### src/rtl/fifo_sync_buffer.sv
// Single-clock FIFO storage stage, DEPTH x N, with a registered read port: read latency 1 cycle.
// No write backpressure: a write that arrives while full is dropped and sets sticky overflow.
module fifo_sync_buffer #(
   parameter int N         = 8,
   parameter int DEPTH     = 16,
   parameter int AF_THRESH = 14,
   parameter int AE_THRESH = 2
) (
   input  logic                     clk,
   input  logic                     rst,
   input  logic                     wr_en,
   input  logic [N-1:0]             wr_data,
   input  logic                     rd_en,
   input  logic                     clr_err,
   output logic [N-1:0]             rd_data,
   output logic                     rd_valid,
   output logic                     full,
   output logic                     empty,
   output logic                     almost_full,
   output logic                     almost_empty,
   output logic [$clog2(DEPTH):0]   level,
   output logic                     overflow,
   output logic                     underflow
);

   localparam int AW = $clog2(DEPTH);
   localparam int LW = AW + 1;

   logic [N-1:0]  mem_q [DEPTH];

   logic [LW-1:0] wr_ptr_q, wr_ptr_d;
   logic [LW-1:0] rd_ptr_q, rd_ptr_d;
   logic [LW-1:0] level_q, level_d;
   logic          full_q, full_d;
   logic          empty_q, empty_d;
   logic          almost_full_q, almost_full_d;
   logic          almost_empty_q, almost_empty_d;
   logic          overflow_q, overflow_d;
   logic          underflow_q, underflow_d;
   logic          rd_valid_q, rd_valid_d;
   logic [N-1:0]  rd_data_q, rd_data_d;

   logic          push;
   logic          pop;

   // Acceptance uses start-of-cycle flags; a pop frees a slot for a same-cycle push when full.
   always_comb begin
      pop            = rd_en & ~empty_q;
      push           = wr_en & (~full_q | pop);
      wr_ptr_d       = wr_ptr_q + LW'(push);
      rd_ptr_d       = rd_ptr_q + LW'(pop);
      level_d        = level_q + LW'(push) - LW'(pop);
      full_d         = (level_d == LW'(DEPTH));
      empty_d        = (level_d == '0);
      almost_full_d  = (level_d >= LW'(AF_THRESH));
      almost_empty_d = (level_d <= LW'(AE_THRESH));
      overflow_d     = (overflow_q & ~clr_err) | (wr_en & ~push);
      underflow_d    = (underflow_q & ~clr_err) | (rd_en & empty_q);
      rd_valid_d     = pop;
      rd_data_d      = rd_data_q;
      if (pop) begin
         rd_data_d = mem_q[rd_ptr_q[AW-1:0]];
      end
   end

   always_ff @(posedge clk) begin
      if (rst) begin
         wr_ptr_q       <= '0;
         rd_ptr_q       <= '0;
         level_q        <= '0;
         full_q         <= 1'b0;
         empty_q        <= 1'b1;
         almost_full_q  <= 1'b0;
         almost_empty_q <= 1'b1;
         overflow_q     <= 1'b0;
         underflow_q    <= 1'b0;
         rd_valid_q     <= 1'b0;
         rd_data_q      <= '0;
      end else begin
         wr_ptr_q       <= wr_ptr_d;
         rd_ptr_q       <= rd_ptr_d;
         level_q        <= level_d;
         full_q         <= full_d;
         empty_q        <= empty_d;
         almost_full_q  <= almost_full_d;
         almost_empty_q <= almost_empty_d;
         overflow_q     <= overflow_d;
         underflow_q    <= underflow_d;
         rd_valid_q     <= rd_valid_d;
         rd_data_q      <= rd_data_d;
      end
   end

   // Storage has no reset; rd_data stays X-free because it only loads on a valid pop.
   always_ff @(posedge clk) begin
      if (push && !rst) begin
         mem_q[wr_ptr_q[AW-1:0]] <= wr_data;
      end
   end

   assign rd_data      = rd_data_q;
   assign rd_valid     = rd_valid_q;
   assign full         = full_q;
   assign empty        = empty_q;
   assign almost_full  = almost_full_q;
   assign almost_empty = almost_empty_q;
   assign level        = level_q;
   assign overflow     = overflow_q;
   assign underflow    = underflow_q;

endmodule

### config.mk
export PLATFORM = sky130hd
export DESIGN_NAME = fifo_sync_buffer
export DESIGN_NICKNAME = d
export VERILOG_FILES = /design/src/rtl/fifo_sync_buffer.sv
export SDC_FILE = /design/constraint.sdc
export NUM_CORES = 1
export LEC_CHECK = 0
export BUFFER_PORTS_ARGS = -buffer_cell sky130_fd_sc_hd__clkbuf_2
export CAP_MARGIN = 0
export CORE_ASPECT_RATIO = 1.25
export CORE_MARGIN = 4
export CORE_UTILIZATION = 40
export DETAILED_ROUTE_END_ITERATION = 8
export PLACE_DENSITY_LB_ADDON = 0.25
export SLEW_MARGIN = 20
export SYNTH_ARGS = -nofsm -noshare
export SYNTH_HDL_FRONTEND = slang
export SYNTH_SLANG_ARGS = --single-unit
### constraint.sdc
create_clock -name clk -period 2.3 [get_ports clk]
set_input_delay 0.115 -clock clk [delete_from_list [all_inputs] [get_ports clk]]
set_output_delay 0.115 -clock clk [all_outputs]
set_load 0.05 [all_outputs]
---- Word-level counts from Yosys, hierarchy flattened ----
Memories as Yosys holds them, arrays and structs flattened. A register that Yosys moved wholly into a read port is not among the register bits.
Cells that the tools add are included.
storage, ports and cells
  register bits ........................... 22
  bits in writable memories ............... 128
  input port bits ......................... 13
  word-level logic and storage cells ...... 36
  memories kept ........................... 1
memory list
  name   depth  bits a word  read ports  clocked after Yosys merged registers in  write ports  line  RTL
  mem_q  16     8            1           1                                        1            29    logic [N-1:0] mem_q [DEPTH];
operators by class
  $add $sub $neg .......................... 4
  magnitude comparators ................... 2
  equality and inequality tests ........... 1
  mux-type cells .......................... 2
  bitwise operators ....................... 13
  reduce and logical (&&, ||, !) cells .... 3
operators by type and width
  operator                                                           number
  adder 5 x 1 -> 5 bit                                               3
  AND 1 bit                                                          6
  == test 5 bit, second input constant                               1
  greater-or-equal comparator 5 x 4 -> 1 bit, second input constant  1
  less-or-equal comparator 5 x 2 -> 1 bit, second input constant     1
  zero test 5 bit                                                    1
  subtractor 5 x 1 -> 5 bit                                          1
  inverter 1 bit                                                     4
  OR 1 bit                                                           3
  two-way mux 1 bit                                                  2
  logical AND 1 bit                                                  1
  zero test 1 bit                                                    1

---- Depth between registers and ports, before layout ----
Gate-level depths: netlist of run 1.
  depth in word-level cells ............... 7
  gate-level depth with buffers ........... 11
  gate-level depth less buffers ........... 11

---- Worst setup path after synthesis of run 1 ----
No wires, ideal clock.
  kind .................................... register -> register
  start point ............................. register empty_q (netlist: empty)
  end point ............................... register almost_empty_q (netlist: almost_empty)
  setup time .............................. 0.116 ns
  arrival time ............................ 2.541 ns
  required time ........................... 2.184 ns
  slack ................................... -0.357 ns
  stages on the path, launching flop included .. 11
  buffers on the path ..................... 0
  clock period less this slack ............ 2.657 ns
  path through ............................ dfxtp_1 > nand2b_1 > inv_1 > ha_1 > inv_1 > ha_1 > fa_1 > a21o_1 > a21oi_1 > xnor2_1 > a41o_1
on the way
  longest elaborated chain between the ends .. 7
ends and longest elaborated chain
  element                                      line  RTL
  start: declaration                           35    logic empty_q, empty_d;
  start signal: assignment                     84    empty_q <= empty_d;
  inverter 1 bit (*)                           48    pop = rd_en & ~empty_q;
  AND 1 bit (*)                                48
  net pop                                      44    logic pop;
  OR 1 bit                                     49    push = wr_en & (~full_q | pop);
  AND 1 bit                                    49
  adder 5 x 1 -> 5 bit                         52    level_d = level_q + LW'(push) - LW'(pop);
  subtractor 5 x 1 -> 5 bit (*)                52
  less-or-equal comparator 5 x 2 -> 1 bit (*)  56    almost_empty_d = (level_d <= LW'(AE_THRESH));
  end signal: assignment                       86    almost_empty_q <= almost_empty_d;
  end: declaration                             37    logic almost_empty_q, almost_empty_d;
Mark *: on every way through the listed nets, which the timed path passes. The rest lies on a longest branch.
A chain may end at the register's enable or synchronous reset.

---- Final worst setup path of run 1 ----
  start point ............................. register empty_q (netlist: empty)
  end point ............................... register empty_q (netlist: empty)
on the way
  longest elaborated chain between the ends .. 7
ends and longest elaborated chain
  element                        line  RTL
  inverter 1 bit (*)             48
  AND 1 bit (*)                  48
  OR 1 bit                       49
  AND 1 bit                      49
  adder 5 x 1 -> 5 bit           52
  subtractor 5 x 1 -> 5 bit (*)  52
  zero test 5 bit (*)            54    empty_d = (level_d == '0);
Mark *: on every way between the ends. The rest lies on a longest branch, timed or not.

==> out/results.tsv, run 1 <==
metric	value	unit
crit_type	reg2reg	
drv_cap	0	
synth_ff_type	edfxtp_1	
synth-async-reset-ratio	0	%
cts_tree	yes	
syn_to_final_growth	19.7	%
grt_pass1_wl	18500	µm
fmax	446	MHz
diodes	0	
core	15000	µm²
groute.usage.overall	14.4	%
powerDensity	1030	nW/µm²
ant_nets	0	
nets	437	
period_share	97.4	%
drive_above_1_share	31.4	%
placed_area	6690	µm²
finClkSkew	0.0119	ns
fin_cells	609	
via_count	3223	
seq_area_frac_synth	71.6	%
hpwlAfterDp	7770	µm
critPathLaunchType	flip-flop	
synth_cell_types	37	
die_h	147	µm
hp-class	in2reg	
antenna_found_initial	0	
die_w	119	µm
initial_core_util	41.0	%
design_area	7360	µm²
port_buffers	32	
hold_ws	0.128	ns
drcViolationCount	0	
place_inst	571	
grt_max_degree	33	
cts_sinks	156	
outcome	completed	
maxSlewViolCount	0	
syn_nets	368	
clk_path_buf_depth	2	
dr.pass1.iters	4	
grt-ovfl-total	0	
crit_path_end_kind	flip-flop	
grt_pass1_vias	3330	
rows	50	
hold_violations	0	
worst-path-max-fanout	5	
root_buffer	clkbuf_16	
synth.cell_area	6150	µm²
synthCells	345	
place_congestion	0.737	
rsz0062_at_grt	yes	
worstSkewPairLatency	0.42	ns
die_area	17400	µm²
power_leakage	2.60	nW
wl_per_cell	19.6	µm
crit_arrival	2.56	ns
ir_drop	0.960	mV
tightest_slew	0.677	ns
drt-total-wl	11900	µm
syn_area_per_cell	17.8	µm²
path_clk_slew	0.06	ns
cts_made_buffers	17	
drt_iter0_markers	212	
synth.ff_latch_count	156	
num_io_pins	33	
yosys_warnings	0	
finalSetupViolCount	0	
cp.required	2.62	ns
vias_per_cell	5.29	
fin_crit	2.24	ns
power.total	0.00756	W
slew_headroom	54.7	%
synth_edf_count	128	
htree_levels	4	
-- worst max-delay path, cell delays in order (launching register included) --
cell	delay (ns)
dfxtp_4	0.34
nand2b_4	0.15
nand2_2	0.07
nand2_2	0.07
ha_4	0.26
inv_2	0.04
ha_4	0.15
fa_2	0.34
a21o_1	0.19
a21oi_2	0.17
xnor2_2	0.11
a41o_1	0.24
-- metrics by stage --
| stage | setup WS, ns | setup TNS (ns) | util, % |
|---|---|---|---|
| 2_1_floorplan | 0.0126 | 0 | - |
| 3_3_place_gp | 0.0162 | 0 | 44.5 |
| 3_5_place_dp | -0.0268 | -0.0751 | 44.5 |
| 4_1_cts | 0.00420 | 0 | 48.7 |
| 5_1_grt | -0.0932 | -0.135 | 49.0 |
| 6_report | 0.0588 | 0 | 49.0 |
-- area by class of cell --
| cell class | count | area [µm²] |
|---|---|---|
| multi-input combinational | 162 | 1660 |
| tap | 182 | 228 |
| sequential | 156 | 4410 |
| inverter | 11 | 41.3 |
| clock inverter | 8 | 47.5 |
| timing repair buffer | 66 | 435 |
| fill | 1247 | 7650 |
| clock buffer | 24 | 537 |
-- routing by layer --
layer  up-vias  routed length, µm  global-route usage (%)
li1       1505                  -                       -
met1      1633               5240                    17.9
met2        67               6070                    24.2
met3        18                454                    3.29
met4         0                178                    5.91
met5         -                  0                       0
-- logic make-up after synthesis --
group | synth area share, %
adder cells (fa/ha/maj) | 2.16
multiplexers | 13.8
AND/OR/NAND/NOR | 5.49
XOR/XNOR | 1.14
flip-flops | 71.6
buffers and inverters | 2.30
AO/OA/AOI/OAI | 3.52
-- cells in the final DEF (no fill, tap or decap), types with 3 or more instances in the layout --
cell	count
edfxtp_1	128
nor2_1	32
clkbuf_2	32
buf_4	30
dfxtp_1	26
mux2_2	22
clkbuf_16	21
mux4_1	16
inv_1	10
nor3_1	10
mux4_2	8
a221o_1	8
nor2b_1	7
o22ai_1	7
ha_1	7
nand2_1	5
xor2_1	4
inv_4	4
a211oi_1	3
nand3_1	3
nand2b_1	3
xnor2_1	3
clkbuf_1	3
dlygate4sd3_1	3
-- power by group --
group	internal [W]	total [W]	switching, W
logic	0.000600	0.00153	0.000928
clock network	0.00164	0.00270	0.00107
registers	0.00321	0.00332	0.000112
-- Yosys cell counts (all sizes together) (2+ instances only) --
cell,n,area [µm²]
nor2,32,120
a41o,2,20.0
a221o,8,80.1
nand2b,4,25.0
nor2b,7,43.8
nand2,7,26.3
a211oi,3,22.5
nand3b,2,15.0
nand3,3,15.0
a21oi,2,10.0
nor3,11,55.1
mux4,24,601
edfxtp,128,3840
inv,11,41.3
mux2,22,248
xor2,4,35.0
clkbuf,4,15.0
xnor2,4,35.0
o22ai,7,43.8
dfxtp,28,561
a21o,2,15.0
ha,9,113
buf,12,85.1
-- flip-flops by register name, indices dropped and copies added, names as in the netlist, 4 cells and up --
| register | count |
|---|---|
| rd_ptr_q | 4 |
| level | 5 |
| mem_q | 128 |
| rd_data | 8 |
| wr_ptr_q | 4 |
-- path summary, 6_finish.rpt --
check        startpoint         end  slack, ns  cells after the start
max               empty       empty       0.06                     11
min                 rst   underflow       0.13                      3
max reg2reg       empty       empty       0.06                     11
min reg2reg  rd_data[1]  rd_data[1]       0.49                      1
-- what timing repair did --
item	CTS	global route
endpoints found under the hold margin	3	0
gates cloned	0	0
setup buffers	1	2
resized for setup	2	5
setup endpoints to repair	4	4
hold buffers	3	0
pin swaps	3	8
No activity file was read; power rests on OpenSTA's default activity.
==> run 2, diff against run 1 <==
--- a/config.mk
+++ b/config.mk
@@ -7,12 +7,14 @@
 export LEC_CHECK = 0
 export BUFFER_PORTS_ARGS = -buffer_cell sky130_fd_sc_hd__clkbuf_2
 export CAP_MARGIN = 0
+export CELL_PAD_IN_SITES_DETAIL_PLACEMENT = 0
+export CELL_PAD_IN_SITES_GLOBAL_PLACEMENT = 1
 export CORE_ASPECT_RATIO = 1.25
 export CORE_MARGIN = 4
 export CORE_UTILIZATION = 40
 export DETAILED_ROUTE_END_ITERATION = 8
 export PLACE_DENSITY_LB_ADDON = 0.25
-export SLEW_MARGIN = 20
+export SLEW_MARGIN = 30
 export SYNTH_ARGS = -nofsm -noshare
 export SYNTH_HDL_FRONTEND = slang
 export SYNTH_SLANG_ARGS = --single-unit
==> constraint.sdc (replaced) <==
create_clock -name clk -period 2.35 [get_ports clk]
set_input_delay 0.1175 -clock clk [delete_from_list [all_inputs] [get_ports clk]]
set_output_delay 0.1175 -clock clk [all_outputs]
set_load 0.05 [all_outputs]
==> run 2 against run 1 <==
Net effect: global-route usage grew 0.74 points; core utilization grew 0.58 points; non-clock buffer count grew 3; die area is the same; critical endpoint is now almost_empty; sequential power shrank 2%; register-to-register slack is essentially flat; total power grew 0.46%; flip-flop and latch count is the same; via count grew 0.31%; clock power grew 6%; clock-buffer cell count is the same; critical path depth is the same.
==> out/results.tsv, run 2 (same netlist as run 1, synthesis figures left out) <==
metric	value	unit	change
groute.usage.overall	15.1	%	+0.74 points
cts_made_buffers	17		unchanged
fillers	1265		+1.4%
period_share	97.3	%	-0.15 points
syn_to_final_growth	21.1	%	
drcViolationCount	0		unchanged
hp-class	in2reg		
powerDensity	1020	nW/µm²	-0.72%
design_area	7450	µm²	+1.2%
grt.met3_usage	3.99	%	+0.70 points
dr.pass1.iters	4		unchanged
antenna_found_initial	0		unchanged
die_h	147	µm	unchanged
rsz0062_at_grt	yes		
diodes	0		unchanged
place_congestion	0.718		-2.6%
rows	50		unchanged
initial_core_util	41.0	%	unchanged
die_w	119	µm	unchanged
met1_usage	19.2	%	+1.3 points
worst-path-max-fanout	5		unchanged
outcome	completed		
num_io_pins	33		unchanged
cts_sinks	156		unchanged
drt_iter0_markers	256		+21%
critPathLaunchType	flip-flop		
root_buffer	clkbuf_16		
fmax	437	MHz	-2.0%
hpwlAfterDp	8420	µm	+8.3%
power_leakage	2.63	nW	+1.1%
slew_headroom	54.2	%	-0.53 points
wl_per_cell	20.2	µm	+3.1%
crit_type	reg2reg		
htree_levels	4		unchanged
fin_setup_tns	0	ns	unchanged
maxSlewViolCount	0		unchanged
setup_ws	0.0635	ns	+0.00471 ns
layout_commonest_cell	edfxtp_1		
power.total	0.00759	W	+0.46%
place_ws	0.00273	ns	+0.0295 ns
placed_area	6730	µm²	+0.69%
ir_drop	0.832	mV	-13%
grt_max_degree	31		-6.1%
largest_reg_flops	128		unchanged
crit_path_end_kind	flip-flop		
path_clk_slew	0.06	ns	about the same
ant_nets	0		unchanged
cts_tree	yes		
top_usage_layer	met2		
final_cell_mix	edfxtp_1, nor2_1, clkbuf_2, buf_4, dfxtp_1		
port_buffers	32		unchanged
final_util	49.6	%	+0.58 points
finClkSkew	0.00877	ns	-0.00314 ns
grt-ovfl-total	0		unchanged
clk_path_buf_depth	2		unchanged
drive_above_1_share	32.3	%	+0.94 points
die_area	17400	µm²	unchanged
worstSkewPairLatency	0.42	ns	about the same
grt_pass1_wl	19500	µm	+5.8%
hold_violations	0		unchanged
nets	440		+0.69%
core	15000	µm²	unchanged
vias_per_cell	5.28		-0.18%
tightest_slew	0.685	ns	+0.00788 ns
drv_cap	0		unchanged
via_count	3233		+0.31%
drt-total-wl	12400	µm	+3.6%
use_met2	25.0	%	+0.83 points
fin_crit	2.29	ns	+0.0453 ns
finalSetupViolCount	0		unchanged
cp.required	2.66	ns	+0.04 ns
crit_arrival	2.60	ns	+0.04 ns
grt_pass1_vias	3390		+1.8%
==> run 2: cell types whose count changed in the layout (fill, tap and decap cells not counted), sizes merged <==
cell / change
buf: +3
bufinv: +2
clkinvlp: +3
inv: -5
==> run 2: where the power goes <==
| group | total (W) | internal, W | switching [W] |
|---|---|---|---|
| clock | 0.00285 | 0.00181 | 0.00104 |
| sequential | 0.00326 | 0.00314 | 0.000115 |
| combinational | 0.00148 | 0.000581 | 0.000903 |
==> run 2: worst paths after layout <==
check                   from      endpoint  slack, ns  cells past startpoint
setup / recovery       empty  almost_empty       0.06                     11
hold / removal    wr_data[2]   mem_q[7][2]       0.13                      1
setup reg to reg       empty  almost_empty       0.06                     11
hold reg to reg   rd_data[3]    rd_data[3]       0.49                      1
==> run 2: cell type report <==
class                           count  area, µm²  area share [%]
Clock buffer                       24        536            7.19
Clock inverter                      8        101            1.36
Inverter                           11       41.3           0.554
Multi-Input combinational cell    162       1660            22.3
Sequential cell                   156       4410            59.2
Tap cell                          182        228            3.06
Timing Repair Buffer               69        470            6.32
==> run 2: repair_timing <==
item | in CTS | in global routing
setup buffers | 0 | 1
pin swaps | 0 | 8
endpoints found under the hold margin | 3 | 0
hold buffers | 3 | 0
resized for setup | 2 | 6
endpoints found under the setup margin | 3 | 4
==> run 2: per-layer routing <==
metal  share of wire, %  vias up
li1                   -     1514
met1                 44     1642
met2                 51       68
met3                3.8        9
met4                1.0        0
met5                  0        -
==> run 2: worst max-delay path, stage by stage (launching register included) <==
cell and delay [ns]:
dfxtp_4 0.34, nand2b_4 0.15, nand2_2 0.07, nand2_2 0.07, ha_4 0.26, inv_2 0.04, ha_4 0.15, fa_2 0.36
a21o_1 0.20, a21oi_2 0.17, xnor2_2 0.13, a41o_1 0.24
==> run 2: through the flow <==
step / std cells / hold WS, ns
global route: 612 / 0.140
global placement: 576 / 0.414
finish: 612 / 0.127
detailed placement: 576 / 0.423
floorplan: 345 / 0.216
CTS: 611 / 0.105
==> run 3, diff against run 2 <==
--- a/config.mk
+++ b/config.mk
@@ -13,6 +13,7 @@
 export CORE_MARGIN = 4
 export CORE_UTILIZATION = 40
 export DETAILED_ROUTE_END_ITERATION = 8
+export MAX_ROUTING_LAYER = met4
 export PLACE_DENSITY_LB_ADDON = 0.25
 export SLEW_MARGIN = 30
 export SYNTH_ARGS = -nofsm -noshare
==> run 3 against run 2 <==
Net effect: fmax hardly changed; core utilization stayed put; non-clock buffer count stayed put; clock power hardly changed; register-to-register slack hardly changed; global-route usage is 0.45 points higher; combinational power hardly changed; die area stayed put; design area stayed put; critical path depth stayed put; critical path type unchanged; largest power group unchanged.
==> out/results.tsv, run 3 (same netlist as run 1, synthesis figures left out) <==
metric	value	unit	change
outcome	completed		
slew_headroom	54.7	%	+0.48 points
powerDensity	1020	nW/µm²	about the same
place_inst	576		unchanged
drt-total-wl	12400	µm	about the same
worst-path-max-fanout	5		unchanged
die_w	119	µm	unchanged
largest_reg_flops	128		unchanged
final_util	49.6	%	unchanged
final_cell_mix	edfxtp_1, nor2_1, clkbuf_2, buf_4, dfxtp_1		
finalSetupViolCount	0		unchanged
die_h	147	µm	unchanged
ir_drop	0.829	mV	-0.30%
critPathLaunchType	flip-flop		
diodes	0		unchanged
via_count	3236		+0.093%
nets	440		unchanged
crit_arrival	2.60	ns	about the same
fmax	437	MHz	about the same
core	15000	µm²	unchanged
finClkSkew	0.00785	ns	-0.000927 ns
layout_commonest_cell	edfxtp_1		
hold_violations	0		unchanged
rows	50		unchanged
fin_setup_tns	0	ns	unchanged
maxSlewViolCount	0		unchanged
groute.usage.overall	15.5	%	+0.45 points
clk_path_buf_depth	2		unchanged
fillers	1265		unchanged
place_congestion	0.726		+1.2%
port_buffers	32		unchanged
root_buffer	clkbuf_16		
seq_area	4410	µm²	unchanged
rsz0062_at_grt	yes		
grt_pass1_wl	19500	µm	about the same
drcViolationCount	0		unchanged
setup_ws	0.0638	ns	+0.000260 ns
cts_made_buffers	17		unchanged
num_io_pins	33		unchanged
hold_ws	0.128	ns	+0.00136 ns
grt_pass1_vias	3404		+0.41%
grt-ovfl-total	0		unchanged
syn_to_final_growth	21.1	%	unchanged
fin_crit	2.29	ns	-0.000260 ns
hpwlAfterDp	8420	µm	unchanged
ant_nets	0		unchanged
wl_per_cell	20.2	µm	about the same
drive_above_1_share	32.3	%	unchanged
drv_cap	0		unchanged
cts_tree	yes		
period_share	97.3	%	about the same
cts_sinks	156		unchanged
tightest_slew	0.678	ns	-0.00710 ns
dr.pass1.iters	4		unchanged
vias_per_cell	5.29		about the same
initial_core_util	41.0	%	unchanged
place_ws	0.00273	ns	unchanged
crit_type	reg2reg		
multi_input_area	1660	µm²	unchanged
hp-class	in2reg		
power_leakage	2.63	nW	unchanged
htree_levels	4		unchanged
fin_cells	612		unchanged
worstSkewPairLatency	0.42	ns	about the same
die_area	17400	µm²	unchanged
crit_path_end_kind	flip-flop		
path_clk_slew	0.06	ns	about the same
antenna_found_initial	0		unchanged
drt_iter0_markers	288		+13%
grt_max_degree	31		unchanged
cp.required	2.67	ns	about the same
run 3: cell counts in the layout (fill, tap and decap cells not counted):
Identical to the previous run, type by type.
run 3: worst paths after layout:
path / slack, ns / endpoint / cells past startpoint / from
max: 0.06 / almost_empty / 11 / empty
min: 0.13 / overflow / 3 / rst
max reg2reg: 0.06 / almost_empty / 11 / empty
min reg2reg: 0.49 / rd_data[3] / 1 / rd_data[3]
run 3: area by class of cell:
class,instances,area share (%)
clock inverter,8,1.36
sequential,156,59.2
clock buffer,24,7.19
inverter,11,0.554
tap,182,3.06
timing repair buffer,69,6.32
multi-input combinational,162,22.3
run 3: worst max-delay path, cell delays in order, from the launching register on:
cell and delay (ns):
dfxtp_4 0.34, nand2b_4 0.15, nand2_2 0.07, nand2_2 0.07, ha_4 0.26, inv_2 0.04, ha_4 0.15, fa_2 0.36
a21o_1 0.20, a21oi_2 0.17, xnor2_2 0.13, a41o_1 0.24
run 3: timing repair:
item                                   in CTS  in global routing
hold buffers                                3                  0
resized for setup                           2                  6
pin swaps                                   0                  8
setup endpoints to repair                   3                  4
endpoints found under the hold margin       3                  0
cloned                                      0                  0
setup buffers                               0                  1
run 3: through the flow:
step	area [µm²]	power, W
final	7450	0.00759
after global routing	7450	0.00793
after CTS	7410	0.00763
after detailed placement	6730	0.00472
after global placement	6730	0.00472
after floorplan	6170	0.00429
run 3: layer usage:
metal	vias up	part of all wire, %	global-route usage [%]
met1	1649	45	19.3
li1	1514	-	-
met2	63	51	25.0
met5	-	0	-
met3	10	3.2	3.84
met4	0	1.1	5.39
run 3: power by group:
group	total, W	switching [W]	internal (W)	leakage [nW]
Combinational	0.00148	0.000904	0.000580	0.944
Clock	0.00285	0.00104	0.00181	0.304
Sequential	0.00326	0.000117	0.00314	1.38
Total	0.00759	0.00206	0.00553	2.63
